<file path="src/rtl/id_hazard_ctrl.sv">
// ID-stage hazard sequencer: load-use / branch-operand stalls, branch/jump flush, memory-busy freeze.
// Latency: enables are combinational from state and inputs; the stall-cycle counter updates on the clock edge.
// Backpressure: i_mem_busy freezes every enable and holds all state until it drops.
module id_hazard_ctrl #(
    parameter int CNT_W = 16
) (
    input  logic             i_clk,
    input  logic             i_rst,
    input  logic [4:0]       i_IF_ID_Rs,
    input  logic [4:0]       i_IF_ID_Rt,
    input  logic             i_ID_use_rs,
    input  logic             i_ID_use_rt,
    input  logic             i_ID_is_branch,
    input  logic             i_ID_EX_mem_read,
    input  logic             i_ID_EX_reg_write,
    input  logic [4:0]       i_write_register_EX,
    input  logic             i_EX_MEM_mem_read,
    input  logic [4:0]       i_write_register_MEM,
    input  logic             i_branch_taken,
    input  logic             i_jump,
    input  logic             i_mem_busy,
    output logic             o_pc_write,
    output logic             o_IF_ID_write,
    output logic             o_IF_ID_flush,
    output logic             o_ID_EX_bubble,
    output logic             o_freeze,
    output logic             o_stalling,
    output logic [CNT_W-1:0] o_stall_cycles
);

    typedef enum logic {RUN, STALL} state_t;

    state_t     state, state_nxt;
    logic [1:0] rem, rem_nxt;
    logic [1:0] need_n;
    logic       ex_match, mem_match;

    // Register $0 is hardwired, so a zero destination never creates a hazard.
    always_comb begin
        ex_match  = (i_write_register_EX != 5'd0) &&
                    ((i_ID_use_rs && (i_IF_ID_Rs == i_write_register_EX)) ||
                     (i_ID_use_rt && (i_IF_ID_Rt == i_write_register_EX)));
        mem_match = (i_write_register_MEM != 5'd0) &&
                    ((i_ID_use_rs && (i_IF_ID_Rs == i_write_register_MEM)) ||
                     (i_ID_use_rt && (i_IF_ID_Rt == i_write_register_MEM)));
    end

    always_comb begin
        need_n = 2'd0;
        if (i_ID_is_branch && i_ID_EX_mem_read && ex_match)
            need_n = 2'd2;
        else if (i_ID_EX_mem_read && ex_match)
            need_n = 2'd1;
        else if (i_ID_is_branch && i_ID_EX_reg_write && ex_match)
            need_n = 2'd1;
        else if (i_ID_is_branch && i_EX_MEM_mem_read && mem_match)
            need_n = 2'd1;
    end

    always_ff @(posedge i_clk or posedge i_rst) begin
        if (i_rst) begin
            state <= RUN;
            rem   <= 2'd0;
        end else begin
            state <= state_nxt;
            rem   <= rem_nxt;
        end
    end

    always_comb begin
        state_nxt = state;
        rem_nxt   = rem;
        if (!i_mem_busy) begin
            case (state)
                RUN: begin
                    if (need_n == 2'd2) begin
                        state_nxt = STALL;
                        rem_nxt   = 2'd1;
                    end
                end
                STALL: begin
                    rem_nxt = rem - 2'd1;
                    if (rem_nxt == 2'd0)
                        state_nxt = RUN;
                end
                default: state_nxt = RUN;
            endcase
        end
    end

    // Freeze outranks everything but reset; a stall cycle ignores branch/jump because operands are stale.
    always_comb begin
        o_pc_write     = 1'b1;
        o_IF_ID_write  = 1'b1;
        o_IF_ID_flush  = 1'b0;
        o_ID_EX_bubble = 1'b0;
        o_freeze       = 1'b0;
        o_stalling     = (state == STALL);
        if (i_rst) begin
            o_pc_write     = 1'b0;
            o_IF_ID_write  = 1'b0;
            o_ID_EX_bubble = 1'b1;
            o_stalling     = 1'b0;
        end else if (i_mem_busy) begin
            o_pc_write    = 1'b0;
            o_IF_ID_write = 1'b0;
            o_freeze      = 1'b1;
        end else if ((state == STALL) || (need_n != 2'd0)) begin
            o_pc_write     = 1'b0;
            o_IF_ID_write  = 1'b0;
            o_ID_EX_bubble = 1'b1;
        end else begin
            o_IF_ID_flush = i_branch_taken | i_jump;
        end
    end

    always_ff @(posedge i_clk or posedge i_rst) begin
        if (i_rst)
            o_stall_cycles <= '0;
        else if (!i_mem_busy && o_ID_EX_bubble && (o_stall_cycles != {CNT_W{1'b1}}))
            o_stall_cycles <= o_stall_cycles + {{(CNT_W-1){1'b0}}, 1'b1};
    end

endmodule

</file>
<file path="config.mk">
export PLATFORM = sky130hd
export DESIGN_NAME = id_hazard_ctrl
export DESIGN_NICKNAME = d
export VERILOG_FILES = /design/src/rtl/id_hazard_ctrl.sv
export SDC_FILE = /design/constraint.sdc
export NUM_CORES = 1
export LEC_CHECK = 0
export ABC_AREA = 1
export ABC_CLOCK_PERIOD_IN_PS = 2800
export CORE_AREA = 2 2 61 63
export CTS_BUF_LIST = sky130_fd_sc_hd__clkbuf_8
export DETAILED_ROUTE_END_ITERATION = 7
export DIE_AREA = 0 0 63 65
export GPL_TIMING_DRIVEN = 0
export MAX_ROUTING_LAYER = met4
export PLACE_DENSITY = 0.94
export REMOVE_ABC_BUFFERS = 1
export SYNTH_ARGS = -nofsm -noshare
export SYNTH_HDL_FRONTEND = slang
export SYNTH_SLANG_ARGS = --single-unit
</file>
<file path="constraint.sdc">
create_clock -name i_clk -period 2.8 [get_ports i_clk]
set_input_delay 0.56 -clock i_clk [delete_from_list [all_inputs] [get_ports i_clk]]
set_output_delay 0.56 -clock i_clk [all_outputs]
set_load 0.005 [all_outputs]
</file>
-- After elaboration in Yosys (flattened, before gate mapping)
Index checks and enable logic that the tools add are counted.
- flip-flop bits (word level): 19
- bits of input ports: 31
- logic and storage cells: 60
- add/subtract/negate cells: 2
- equality and inequality tests: 7
- muxes and demuxes: 21
- bitwise gates (word level): 3
- reductions and logical operators: 24
- operator list (cell ; number):
    5-bit equality test ; 4
    1-bit 2-to-1 mux ; 17
    16-bit by 1-bit adder with 16-bit output, second input constant ; 1
    16-bit != test, second input constant ; 1
    1-bit logical AND ; 15
    5-bit nonzero test ; 2
    2-bit 2-to-1 mux ; 2
    2-bit case mux with 2 select lines ; 1
    1-bit logical OR ; 3
    2-bit equality test, second input constant ; 1
    2-bit zero test ; 1
    2-bit != test, second input constant ; 1
    1-bit NOT ; 2
    1-bit case mux with 2 select lines ; 1
    2-bit AND reduction ; 1
    2-bit nonzero test ; 1
    2-bit by 1-bit subtractor with 2-bit output, second input constant ; 1
    1-bit zero test ; 1
    1-bit OR ; 1

-- Longest topological paths before layout
Gate-level depths: netlist of run 1.
- depth after elaboration: 16
- depth in mapped cells: 12
- depth with buffers taken out: 11

-- Least setup slack after synthesis of run 1
No wires, ideal clock.
- path kind: input-to-output
- start point: input i_rst
- end point: output o_IF_ID_flush
- arrival time: 1.793 ns
- required time: 2.240 ns
- path slack: 0.447 ns
- stages: 6
- buffers on the path: 0
- cells stage by stage: inv_1 -> nand2_1 -> a21oi_2 -> nand3_4 -> nor2_1 -> o21a_1
- cells in the longest elaborated chain, start to end: 1
- ends and longest elaborated chain (what ; line ; RTL):
    start: declaration ; 8 ; input logic i_rst,
    1-bit 2-to-1 mux ; 99 ; if (i_rst) begin
    end: declaration ; 24 ; output logic o_IF_ID_flush,
Every way passes these cells.

-- Worst setup path after layout of run 1
- start point: input i_IF_ID_Rt[4]
- end point: output o_IF_ID_flush
- cells in the longest elaborated chain, start to end: 14
- elaborated cells on any way between the ends: 21
- classes of those cells: 2 x eq/ne; 7 x mux; 12 x reduce/logical
- ends and longest elaborated chain (what ; line ; RTL):
    start: declaration ; 10 ; input logic [4:0] i_IF_ID_Rt,
    5-bit equality test ; 45 ; (i_ID_use_rt && (i_IF_ID_Rt == i_write_register_MEM)));
    1-bit logical AND ; 45 ;
    1-bit logical OR ; 44 ; ((i_ID_use_rs && (i_IF_ID_Rs == i_write_register_MEM)) ||
    1-bit logical AND ; 43 ; mem_match = (i_write_register_MEM != 5'd0) &&
    1-bit logical AND ; 56 ; else if (i_ID_is_branch && i_EX_MEM_mem_read && mem_match)
    1-bit 2-to-1 mux ; 56 ;
    1-bit 2-to-1 mux ; 54 ; else if (i_ID_is_branch && i_ID_EX_reg_write && ex_match)
    1-bit 2-to-1 mux ; 52 ; else if (i_ID_EX_mem_read && ex_match)
    2-bit 2-to-1 mux * ; 50 ; if (i_ID_is_branch && i_ID_EX_mem_read && ex_match)
    2-bit nonzero test * ; 108 ; end else if ((state == STALL) || (need_n != 2'd0)) begin
    1-bit logical OR * ; 108 ;
    1-bit 2-to-1 mux * ; 108 ;
    1-bit 2-to-1 mux * ; 104 ; end else if (i_mem_busy) begin
    1-bit 2-to-1 mux * ; 99 ;
Mark *: on every way between the ends. The rest lies on a longest branch, timed or not.

==> run metrics, run 1 <==
number of sinks handled by clock tree synthesis=19; via-per-instance ratio=between 5 and 6; worst path cell trace=clkdlybuf4s50_1 > inv_1 > nand2_1 > nand2_1 > nor2_1 > nand3_1 > nand2_2 > nand3b_4 > nand3_4 > nor2_4 > o21a_1 > dlygate4sd2_1; Sequential Area=between 400 and 500 um2; post-detailed-route wirelength per cell=12.54 um; share of synthesized area occupied by flip-flops and latches=around 29%; core area=about 3500 um2; max-cap violations=0; final clock skew=0.002574 ns; latest clock arrival within the worst-skew pair=approximately 0.26 ns; Leak Pwr=~1.2 nW; post-route minimum period=2.788 ns; clock tree from TritonCTS=done; Layout fillers=around 300; ANT nets after route=0; layout cell share with drive strength beyond 1=around an eighth; TritonCTS buffer count=3; die area=a little over 4000 um2; count of flip-flops with a built-in enable after synthesis=0; total track usage=between 20% and 30%; number of vias after detailed routing=about 1800; row cnt=22; number of storage elements in the synthesis netlist=19; path class of the lowest-slack min-delay path=flop to flop; Slowest-stage cell, CP=clkdlybuf4s50_1; Slew Limit Fails=0; Main synth FF type=dfrtp_1; total negative setup slack=0 ns; combined area of the multi-input logic cells=~1100 um2; input/output buffers=52; type of element launching the critical path=input port; Global Route met1 Usage=27.36%; effective utilization at floorplan=between 40% and 50%; DP HPWL=about 3.3 mm; first-pass iteration count of the detailed router=4; summed area of non-filler cells in the final layout=about 2300 um2; gate count after technology mapping=between 200 and 300; Final Power=1.048 mW; VDD IR-drop max=between 200 and 250 uV; Final Util=roughly two thirds; Worst EP arrival=about 2.2 ns; Slew @ Worst Pin=around 0.50 ns; vias in the first global route=~1700; timing-limited maximum frequency=around 360 MHz; maximum net fanout on the critical path=3; pwr/cell area=454.0 nW/um2; hold-fix buffer count after cts=0; kind of end point of the critical path=output port; Synth async-reset ratio=100.0%; run status=completed; net count of the finished layout=341; # IOs=between 50 and 60; minimum hold slack=between 0.4 and 0.5 ns; final cycle utilization of the critical path=about 100%; Clock transition at path regs=about 0.07 ns; routability-driven placement congestion ratio=~0.9; total wire length after detailed routing=4.451 mm; synthesis-to-layout area growth=39.14%; GRT met2 Usage=around 44%; initial antenna violation count=0; antenna cells=0; die outline height=65 um; synthesized area divided by synthesized cell count=about 6.6 um2; Fin. Hold Viols=0; CP required=between 2 and 2.5 ns; pin count of the biggest net entering global routing=20; number of setup violations in the final report=0; met3 track demand over resource in global routing=around 1.2%; Cell Area, Synth=1659 um2; RSZ-0062 raised after global routing=true; worst hold start=rem[1]$_DFFE_PP0P_; drc violations=0; Largest stage delay, worst path=0.50 ns; CP Class=input port to output port; Congestion Overflow GR=0; Die X=between 60 and 70 um; wire length of the first global-routing pass=about 7.6 mm; library cell appearing most often on the critical path=nand2_1; Top Usage Layer GRT=met2; clock tree root driver cell=clkbuf_8; relative max-transition margin=between 60 and 70%; r2r worst-path depth=7; launching point of the worst reg2reg path=o_stall_cycles[0]$_DFFE_PP0P_; worst setup path start=i_IF_ID_Rt[4]; YS warnings=0; number of H-tree levels=1; count of unique library cells instantiated by Yosys=30; drt initial violations=~100; worst-case clock buffer depth=2; cell area after placement=between 2000 and 2500 um2; Hold Path Depth=2
path summary, 6_finish.rpt:
kind	to	slack, ns
min	rem[1]$_DFFE_PP0P_	0.49
min reg2reg	rem[1]$_DFFE_PP0P_	0.49
max in group asynchronous	o_stall_cycles[13]$_DFFE_PP0P_	1.73
min in group asynchronous	o_stall_cycles[10]$_DFFE_PP0P_	0.80
max	o_IF_ID_flush	0.01
max reg2reg	o_stall_cycles[5]$_DFFE_PP0P_	0.78
logic make-up (layout without fill, tap and decap cells):
group | count (synthesis) | in the layout | share of synthesized area, %
compound gates | 10 | 10 | 3.695
xor+xnor | 13 | 13 | 6.863
fa+ha+maj | 2 | 2 | 1.508
buf+inv | 31 | 85 | 7.993
flops | 19 | 19 | 28.66
simple gates | 178 | 178 | 51.28
synthesized netlist by cell type, drive strengths merged (2+ instances only):
| library cell | count | area [um2] |
|---|---|---|
| a21oi | 2 | 13.76 |
| nand4 | 23 | 158.9 |
| o21ai | 5 | 25.02 |
| ha | 2 | 25.02 |
| nand2 | 102 | 410.4 |
| nand3b | 3 | 30.03 |
| dfrtp | 19 | 475.5 |
| nor2 | 32 | 120.1 |
| nor3 | 5 | 36.29 |
| xor2 | 4 | 35.03 |
| buf | 4 | 31.27 |
| nand3 | 13 | 95.09 |
| inv | 25 | 93.84 |
| xnor2 | 9 | 78.83 |
cell type report:
type / count / area share (%)
clock buffers: 3 / 1.789
clock inverters: 1 / 0.1626
inverters: 26 / 4.499
multi-input cells: 203 / 46.61
flip-flops and latches: 19 / 20.60
well taps: 48 / 2.602
repair buffers: 54 / 23.52
repair inverters: 1 / 0.2168
power by group:
part	internal [mW]	switching, mW	total [mW]	leakage, nW
clock network	0.0976	0.0914	0.189	0.0269
logic	0.220	0.228	0.448	0.906
registers	0.330	0.0807	0.411	0.256
layer usage:
metal	routed length [um]	vias up
li1	-	921
met1	1830	853
met2	2408	53
met3	167	5
met4	44	0
met5	0	-
stage by stage:
stage | setup WS, ns | std cells
2_1_floorplan | 0.3361 | 248
3_3_place_gp | -0.9284 | 348
4_1_cts | 0.01409 | 355
3_5_place_dp | -0.9236 | 348
5_1_grt | -0.1200 | 355
6_report | 0.01158 | 355
registers in the layout, summed over array words and instances, names as in the netlist:
register        flops
state               1
o_stall_cycles     16
rem                 2
worst max-delay path: cells and delay by family:
family / cells / cell delay [ns]
buffers and inverters: 3 / 0.82
and+or+nand+nor: 8 / 0.72
AOI/OAI and AO/OA: 1 / 0.11
timing repair:
item	4_1_cts	5_1_grt
setup buffers	2	0
resized for setup	14	11
endpoints found under the setup margin	5	5
pin swaps	3	4
cloned	1	0
layout by cell type, fill, tap and decap left out:
master / count
nor3_4: 1
a31oi_1: 1
nor2_4: 1
nand3_1: 10
nor3_1: 4
a2bb2oi_1: 1
xor2_1: 4
a21oi_1: 1
clkbuf_8: 3
o21ai_1: 2
o21a_1: 1
nand4_1: 22
clkinvlp_4: 1
nand2_1: 91
clkdlybuf4s50_1: 39
nand4_4: 1
buf_4: 2
dlygate4sd2_1: 6
xnor2_1: 9
clkinvlp_2: 1
o21ai_0: 3
inv_2: 8
nand3b_4: 2
clkdlybuf4s15_1: 1
nand3_2: 1
a21oi_2: 1
ha_1: 2
dfrtp_1: 19
nand3b_1: 1
inv_4: 1
inv_1: 17
nand3_4: 2
dlymetal6s2s_1: 6
nand2_2: 11
nor2_1: 31
(Power assumes the default switching activity.)
==> run 2, diff against run 1 <==
- CAP_MARGIN: default -> 0
==> results of run 2 <==
Final layout, timing and power as in run 1 (identical DEF).
==> run 3, diff against run 2 <==
- CTS_BUF_LIST: sky130_fd_sc_hd__clkbuf_8 -> default
==> run metrics, run 3 (same netlist as run 1, synthesis figures left out) <==
latest clock arrival within the worst-skew pair=roughly 0.30 ns; switching power of the nets=around 0.39 mW; drc violations=0; launching point of the worst reg2reg path=o_stall_cycles[0]$_DFFE_PP0P_; timing-limited maximum frequency=358.8 MHz; core area=approximately 3500 um2; DP HPWL=between 3 and 4 mm; path class of the lowest-slack min-delay path=flop to flop; first-pass iteration count of the detailed router=5; relative contribution of the clock network to total power=between 10 and 15%; Fin. Hold Viols=0; max-cap violations=0; type of element launching the critical path=input port; final cycle utilization of the critical path=99.54%; final clock skew=around 0.012 ns; ANT nets after route=0; effective utilization at floorplan=~47%; vias in the first global route=around 1700; pin count of the biggest net entering global routing=20; kind of end point of the critical path=output port; via-per-instance ratio=~5.1; die area=4095 um2; non-filler cells, final=~360; total wire length after detailed routing=4.342 mm; Gate power share=44.8%; wire length of the first global-routing pass=about 7.5 mm; run status=completed; RSZ-0062 raised after global routing=true; Setup WS pre-CTS=-0.9236 ns; number of sinks handled by clock tree synthesis=19; TritonCTS buffer count=3; flip-flop count of the largest register after layout=16; register-to-register path setup slack=between 0.7 and 0.8 ns; row cnt=22; number of H-tree levels=1; post-detailed-route wirelength per cell=12.23 um; net count of the finished layout=341; CP Class=input port to output port; # IOs=between 50 and 60; endpoint with the worst hold slack=rem[1]$_DFFE_PP0P_; number of setup violations in the final report=0; Final Util=roughly two thirds; sequential share of power=41.0%; terminus of the critical flop-to-flop path=o_stall_cycles[6]$_DFFE_PP0P_; switching part of the total power=roughly two fifths; post-route minimum period=approximately 2.8 ns; Hold Path Depth=2; combined area of the multi-input logic cells=roughly 1100 um2; CP required=2.24 ns; clock tree from TritonCTS=done; Leak Pwr=1.177 nW; r2r worst-path depth=7; clock tree root driver cell=clkbuf_4; routability-driven placement congestion ratio=0.9162; die outline height=between 60 and 70 um; Layout fillers=about 300; VDD IR-drop max=173.6 uV; synthesis-to-layout area growth=38.01%; worst hold start=rem[1]$_DFFE_PP0P_; register with the highest flop count=o_stall_cycles; Die X=63 um; Clock transition at path regs=0.12 ns; Congestion Overflow GR=0; hold-fix buffer count after cts=0; number of placed instances, taps included=348; maximum net fanout on the critical path=3; most frequent cells in the layout=nand2_1 (91), clkdlybuf4s50_1 (39), nor2_1 (31); leading cell type in the layout, fill and taps excluded=nand2_1; slack of the critical path=0.01293 ns; largest registers=o_stall_cycles: 16 flops, rem: 2 flops, state: 1 flops; Slew Limit Fails=0; total negative setup slack=0 ns; minimum hold slack=between 0.5 and 0.6 ns; number of vias after detailed routing=1805; layout cell share with drive strength beyond 1=a little under an eighth; total track usage=~23%; pwr/cell area=433.6 nW/um2; Worst EP arrival=approximately 2.2 ns; internal portion of total power=around 0.61 mW; worst-case clock buffer depth=2; Slew @ Worst Pin=~0.45 ns; drt initial violations=between 100 and 150; Sequential Area=475.5 um2; relative max-transition margin=69.50%; initial antenna violation count=0; antenna cells=0; input/output buffers=52
## run 3: cell types whose count changed in the layout (fill, tap and decap cells not counted), sizes merged
cell    previous run  this run
inv               26        25
clkbuf             3         4
## run 3: power by group through the flow
stage | clock [mW] | combinational, mW | sequential, mW
2_1_floorplan | 0 | 0.231 | 0.401
3_3_place_gp | 0 | 0.417 | 0.410
3_5_place_dp | 0 | 0.433 | 0.412
4_1_cts | 0.142 | 0.442 | 0.407
5_1_grt | 0.157 | 0.493 | 0.417
6_report | 0.140 | 0.445 | 0.407
## run 3: what timing repair did
item | 4_1_cts | 5_1_grt
setup endpoints to repair | 5 | 5
setup buffers | 2 | 0
pin swaps | 3 | 4
gates cloned | 1 | 0
gates resized for setup | 14 | 12
## run 3: layer usage
layer / share of wire, % / global-route usage (%) / vias to the layer above
met2: 53 / 42.95 / 52
met5: 0 / - / -
met4: 0.85 / 4.722 / 0
met1: 42 / 27.04 / 823
li1: - / - / 926
met3: 3.7 / 1.042 / 4
## run 3: cell type report
type / count / area share (%)
well taps: 48 / 2.623
flip-flops and latches: 19 / 20.76
clock buffers: 4 / 1.148
repair buffers: 54 / 23.72
inverters: 26 / 4.536
multi-input cells: 203 / 46.99
repair inverters: 1 / 0.2186
## run 3: how the worst max path moves through the flow
stage | start | cells after the start | end | slack (ns)
after floorplan | i_rst | 6 | o_IF_ID_flush | 0.34
after global routing | i_IF_ID_Rt[2] | 11 | o_IF_ID_flush | -0.12
after global placement | i_rst | 8 | o_IF_ID_flush | -0.93
after detailed placement | i_rst | 8 | o_IF_ID_flush | -0.92
after CTS | i_mem_busy | 4 | o_freeze | 0.01
final | i_IF_ID_Rt[4] | 12 | o_IF_ID_flush | 0.01
## run 3: worst max-delay path, stage by stage
cell	delay (ns)
clkdlybuf4s50_1	0.50
inv_1	0.06
nand2_1	0.05
nand2_1	0.07
nor2_1	0.10
nand3_1	0.11
nand2_2	0.13
nand3b_4	0.11
nand3_4	0.11
nor2_4	0.04
o21a_1	0.11
dlygate4sd2_1	0.26
## run 3: metrics by stage
stage,power [mW],area [um2]
floorplan,0.6319,1624
global placement,0.8279,2205
detailed placement,0.8441,2205
CTS,0.9901,2263
global route,1.067,2290
finish,0.9928,2290
